## src/rtl/tdm_pkg.sv

```systemverilog
// Shared definitions for the four-channel TDM transmitter: FSM encoding,
// channel indices and the slot-cycle counter width helper.
package tdm_pkg;

    typedef enum logic {
        ST_IDLE = 1'b0,
        ST_SEND = 1'b1
    } tdm_state_e;

    localparam logic [1:0] CH0 = 2'd0;
    localparam logic [1:0] CH1 = 2'd1;
    localparam logic [1:0] CH2 = 2'd2;
    localparam logic [1:0] CH3 = 2'd3;

    // Cycle counter width for a given slot length; a 1-cycle slot still needs a 1-bit counter.
    function automatic int cnt_width(input int slot_len);
        return (slot_len > 1) ? $clog2(slot_len) : 1;
    endfunction

endpackage

```

## src/rtl/tdm_slot_counter.sv

```systemverilog
// Slot/cycle position within a TDM frame. Advances while running and not held,
// and wraps back to slot 0, cycle 0 after the last cycle of slot 3.
module tdm_slot_counter
    import tdm_pkg::*;
#(
    parameter int SLOT_LEN = 1,
    parameter int CNT_W    = 1
) (
    input  logic             iClk,
    input  logic             iRst_n,
    input  logic             i_run,
    input  logic             i_hold,
    output logic [1:0]       o_slot,
    output logic [CNT_W-1:0] o_cycle,
    output logic             o_last
);

    logic [1:0]       r_slot;
    logic [CNT_W-1:0] r_cycle;
    logic             w_cycle_end;

    assign w_cycle_end = (r_cycle == CNT_W'(SLOT_LEN - 1));

    always_ff @(posedge iClk) begin
        if (!iRst_n) begin
            r_slot  <= CH0;
            r_cycle <= '0;
        end else if (i_run && !i_hold) begin
            if (w_cycle_end) begin
                r_cycle <= '0;
                r_slot  <= r_slot + 2'd1;
            end else begin
                r_cycle <= r_cycle + CNT_W'(1);
            end
        end
    end

    assign o_slot  = r_slot;
    assign o_cycle = r_cycle;
    assign o_last  = w_cycle_end && (r_slot == CH3);

endmodule

```

## src/rtl/tdm_selector41.sv

```systemverilog
// Four-channel TDM transmitter: snapshots iD0..iD3 on start and drives them one
// slot at a time onto oZ with a matching {oS1,oS0} select for the distributor.
module tdm_selector41
    import tdm_pkg::*;
#(
    parameter int W        = 1,
    parameter int SLOT_LEN = 1
) (
    input  logic         iClk,
    input  logic         iRst_n,
    input  logic         iStart,
    input  logic         iHold,
    input  logic [W-1:0] iD0,
    input  logic [W-1:0] iD1,
    input  logic [W-1:0] iD2,
    input  logic [W-1:0] iD3,
    output logic [W-1:0] oZ,
    output logic         oS1,
    output logic         oS0,
    output logic         oValid,
    output logic         oFrame,
    output logic         oBusy,
    output logic         oDone
);

    localparam int CNT_W = cnt_width(SLOT_LEN);

    // state | meaning
    // IDLE  | no frame; outputs low, waiting for iStart
    // SEND  | frame in progress; one channel per slot on oZ

    tdm_state_e       r_state;
    logic [W-1:0]     r_snap [4];
    logic [W-1:0]     r_z;
    logic [1:0]       r_sel;
    logic             r_valid;
    logic             r_frame;
    logic             r_busy;
    logic             r_done;

    logic [1:0]       w_slot;
    logic [CNT_W-1:0] w_cycle;
    logic             w_last;
    logic [1:0]       w_slot_nxt;

    tdm_slot_counter #(
        .SLOT_LEN (SLOT_LEN),
        .CNT_W    (CNT_W)
    ) u_slot_counter (
        .iClk    (iClk),
        .iRst_n  (iRst_n),
        .i_run   (r_state == ST_SEND),
        .i_hold  (iHold),
        .o_slot  (w_slot),
        .o_cycle (w_cycle),
        .o_last  (w_last)
    );

    // Outputs are registered, so they are loaded from the slot the counter moves into.
    assign w_slot_nxt = (w_cycle == CNT_W'(SLOT_LEN - 1)) ? w_slot + 2'd1 : w_slot;

    always_ff @(posedge iClk) begin
        if (!iRst_n) begin
            r_state <= ST_IDLE;
            for (int i = 0; i < 4; i++) r_snap[i] <= '0;
            r_z     <= '0;
            r_sel   <= CH0;
            r_valid <= 1'b0;
            r_frame <= 1'b0;
            r_busy  <= 1'b0;
            r_done  <= 1'b0;
        end else begin
            case (r_state)
                ST_IDLE: begin
                    r_done <= 1'b0;
                    if (iStart) begin
                        r_state   <= ST_SEND;
                        r_snap[0] <= iD0;
                        r_snap[1] <= iD1;
                        r_snap[2] <= iD2;
                        r_snap[3] <= iD3;
                        r_z       <= iD0;
                        r_sel     <= CH0;
                        r_valid   <= 1'b1;
                        r_busy    <= 1'b1;
                        r_frame   <= 1'b1;
                    end
                end
                ST_SEND: begin
                    if (!iHold) begin
                        if (w_last) begin
                            r_done <= 1'b1;
                            r_sel  <= CH0;
                            if (iStart) begin
                                r_snap[0] <= iD0;
                                r_snap[1] <= iD1;
                                r_snap[2] <= iD2;
                                r_snap[3] <= iD3;
                                r_z       <= iD0;
                                r_frame   <= 1'b1;
                            end else begin
                                r_state <= ST_IDLE;
                                r_z     <= '0;
                                r_valid <= 1'b0;
                                r_busy  <= 1'b0;
                                r_frame <= 1'b0;
                            end
                        end else begin
                            r_done  <= 1'b0;
                            r_frame <= 1'b0;
                            r_z     <= r_snap[w_slot_nxt];
                            r_sel   <= w_slot_nxt;
                        end
                    end
                end
                default: r_state <= ST_IDLE;
            endcase
        end
    end

    assign oZ     = r_z;
    assign oS1    = r_sel[1];
    assign oS0    = r_sel[0];
    assign oValid = r_valid;
    assign oFrame = r_frame;
    assign oBusy  = r_busy;
    assign oDone  = r_done;

endmodule

```

## config.mk

```make
export PLATFORM = sky130hd
export DESIGN_NAME = tdm_selector41
export DESIGN_NICKNAME = d
export VERILOG_FILES = /design/src/rtl/tdm_pkg.sv /design/src/rtl/tdm_slot_counter.sv /design/src/rtl/tdm_selector41.sv
export SDC_FILE = /design/constraint.sdc
export NUM_CORES = 1
export LEC_CHECK = 0
export CORE_AREA = 3 3 40 42
export DETAILED_ROUTE_END_ITERATION = 6
export DIE_AREA = 0 0 43 45
export PLACE_DENSITY = 0.87
export SLEW_MARGIN = 30
export SYNTH_ARGS = -nofsm -noshare
export SYNTH_HDL_FRONTEND = slang
export SYNTH_SLANG_ARGS = --single-unit
```

## constraint.sdc

```tcl
create_clock -name iClk -period 2.1 [get_ports iClk]
set_input_delay 0.315 -clock iClk [delete_from_list [all_inputs] [get_ports iClk]]
set_output_delay 0.315 -clock iClk [all_outputs]
set_load 0.03 [all_outputs]
```

==> results.toml <==
[synth]
synth.cell_area_um2 = 628.1
synth-simple-area-share_pct = 18.73
synth_seq_cells = 13
async_flop_share_pct = 0
synth-compound-area-share_pct = 20.72
synthAdderAreaFrac_pct = 1.992
ys_seq_area_share_pct = 47.81
synth_top_family_by_area = "compound AO/OA/AOI/OAI gates"
synth-edff-count = 4
synth_ff_type = "dfxtp_1"
yosysUniqueCellTypes = 27
syn-num-nets = 72
netlist_instances = 63
synth_xor_area_share_pct = 1.394
synth.avg_cell_area_um2 = 9.970
ys_warn_count = 0
synth_mux_area_share_pct = 3.187

[cts]
cts_buffers = 3
holdBufCountCts = 0
path_clk_slew_ns = 0.08
cts_resized = 0
clkLatencyLatePin_ns = 0.27
cts_setup_buffers = 0
cts_num_sinks = 13
cts_tree = "built"
htree_levels = 1
clock_path_buffers = 2
cts_root_buffer = "clkbuf_4"

[critical_path]
cp.arrival_ns = 1.83
critPathLaunchType = "register"
cp.required_ns = 2.24
ff2ff_path_depth = 4
crit_chain = "ha_1, nand2b_4, a211oi_1, and2_1"
critPathMaxStageDelay_ns = 0.47
critPathSlowestCell = "a211oi_1"
r2r_slack_ns = 0.42
end_kind = "register"
crit_fanout = 5
worstReg2RegStart = "u_slot_counter.o_slot[0]"
worstSetupPathType = "register to register"
r2r-end = "r_snap[1]"

[timing]
layout_setup_ws_ns = 0.4162
drv_slew = 0
period_needed_ns = 1.684
tns_ns = 0
slew_headroom_pct = 66.54
skew_ns = 0.003338
setup_viol = 0
hold_viol_final = 0
holdWs_ns = 0.4780
rsz0062_at_grt = "no"
fmax_mhz = 593.9
worst_pin_slew_ns = 0.4989
period_share_pct = 80.18

[hold_path]
hold_end = "oFrame"
hold_start = "oFrame"
hp-class = "register to register"
holdPathStages = 2

[detailed_routing]
via_per_inst = 5.380
wirelength_um = 1258
drtIter0Drc = 6
wire_per_inst_um = 13.67
vias = 495
ant_nets = 0
drc = 0
drt_pre_antenna_iters = 4

[floorplan]
core_um2 = 1285
rows = 13
ios = 15
die-width_um = 43
die_h_um = 45
dieArea_um2 = 1935
initial_core_util_pct = 48.88

[grt]
grt_pass1_vias = 514
use_met3_pct = 3.586
grtUsageMet1_pct = 18.95
grt.busiest_layer = "met2"
grtUsageMet2_pct = 24.25
grt_overflow = 0
grt_usage_pct = 15.00
grt_pass1_wl_um = 2152
antenna_found_initial = 0
grt_max_degree = 13

[placed_design]
port_buffers = 14
place_inst = 88
gp_congestion = 0.7962
hpwl_um = 925.2
pre_cts_ws_ns = 0.2439

[finish]
fin_nets = 87
diodes = 0
drive_gt1_share_pct = 6.494
syn_to_final_growth_pct = 25.10
fin_cells = 92

[power_and_ir_drop]
p_per_area_nw_per_um2 = 681.2
power_leakage_nw = 0.2992
worst_ir_drop_vdd_mv = 0.4573

[job]
maxCapViolCount = 0

[run_status]
status = "complete, no violations"
==> logic make-up after synthesis <==
| family | Yosys count |
|---|---|
| AOI/OAI and AO/OA | 19 |
| xor gates and xnor gates | 1 |
| adders and majority gates | 1 |
| buffers and inverters | 7 |
| DFF | 13 |
| muxes | 2 |
| and+or+nand+nor | 20 |
==> area by class of cell <==
cell class | instances | area [µm²]
inverters | 3 | 11.26
flip-flops and latches | 13 | 300.3
repair buffers | 14 | 140.1
multi-input cells | 43 | 289.0
fillers | 104 | 499.2
clock buffers | 4 | 26.28
well taps | 15 | 18.77
==> Yosys cell counts, types with 2 or more instances <==
library cell | instances | share of area (%)
nor3_1 | 2 | 1.6
dfxtp_1 | 9 | 29
and2_1 | 5 | 5.0
nor2b_1 | 2 | 2.0
nand2_1 | 4 | 2.4
nor2_1 | 3 | 1.8
mux2i_1 | 2 | 3.2
inv_1 | 3 | 1.8
o21ai_0 | 4 | 3.2
a21o_1 | 4 | 4.8
edfxtp_1 | 4 | 19
a21oi_1 | 5 | 4.0
a211oi_1 | 2 | 2.4
==> sequential cells by signal, indices dropped and copies added, names as in the netlist <==
name and count:
r_sel 2, oZ 1, oDone 1, u_slot_counter.o_slot 2
r_state 1, oBusy 1, oFrame 1, r_snap 4
==> stage by stage <==
| stage | power, W | utilization [%] | instance area (µm²) |
|---|---|---|---|
| after floorplan | 0.0003517 | - | 628.1 |
| after global placement | 0.0003839 | 59.10 | 759.5 |
| after detailed placement | 0.0003865 | 59.10 | 759.5 |
| after CTS | 0.0005400 | 61.15 | 785.8 |
| after global routing | 0.0005550 | 61.15 | 785.8 |
| final | 0.0005352 | 61.15 | 785.8 |
==> metal layers <==
metal | part of all wire [%] | wire, µm
met1 | 45 | 572
met2 | 50 | 630
met3 | 2.5 | 32
met4 | 1.8 | 23
met5 | 0 | 0
==> worst max-delay path, delay by kind of cell (launching register included) <==
kind / cells / cell delay [ns]
AOI/OAI and AO/OA: 1 / 0.47
adders and majority gates: 1 / 0.33
DFF: 1 / 0.46
and+or+nand+nor: 2 / 0.29
==> where the power goes <==
part           switching (W)  internal (W)  leakage, nW
logic              0.0000484     0.0000460        0.167
clock network      0.0000811     0.0000735       0.0150
registers          0.0000118      0.000274        0.117
==> worst max path at each step <==
stage,cells past startpoint,slack [ns],to,start
5_1_grt,4,0.31,r_snap[3],u_slot_counter.o_slot[0]
2_1_floorplan,4,0.72,oZ,u_slot_counter.o_slot[0]
3_5_place_dp,4,0.24,r_snap[1],iStart
3_3_place_gp,4,0.29,r_snap[1],iStart
4_1_cts,4,0.44,r_snap[1],u_slot_counter.o_slot[0]
6_report,4,0.42,r_snap[1],u_slot_counter.o_slot[0]
==> cells in the final DEF, fill, tap and decap left out, drive strengths merged, types with 2 or more instances in the layout <==
cell / count
mux2i: 2
clkbuf: 4
o21ai: 4
a21o: 4
a211oi: 2
nand2: 4
edfxtp: 4
dfxtp: 9
nor2b: 2
nor2: 3
clkdlybuf4s50: 14
and2: 5
nor3: 2
inv: 3
a21oi: 5
Power figures use the tool's default switching activity.
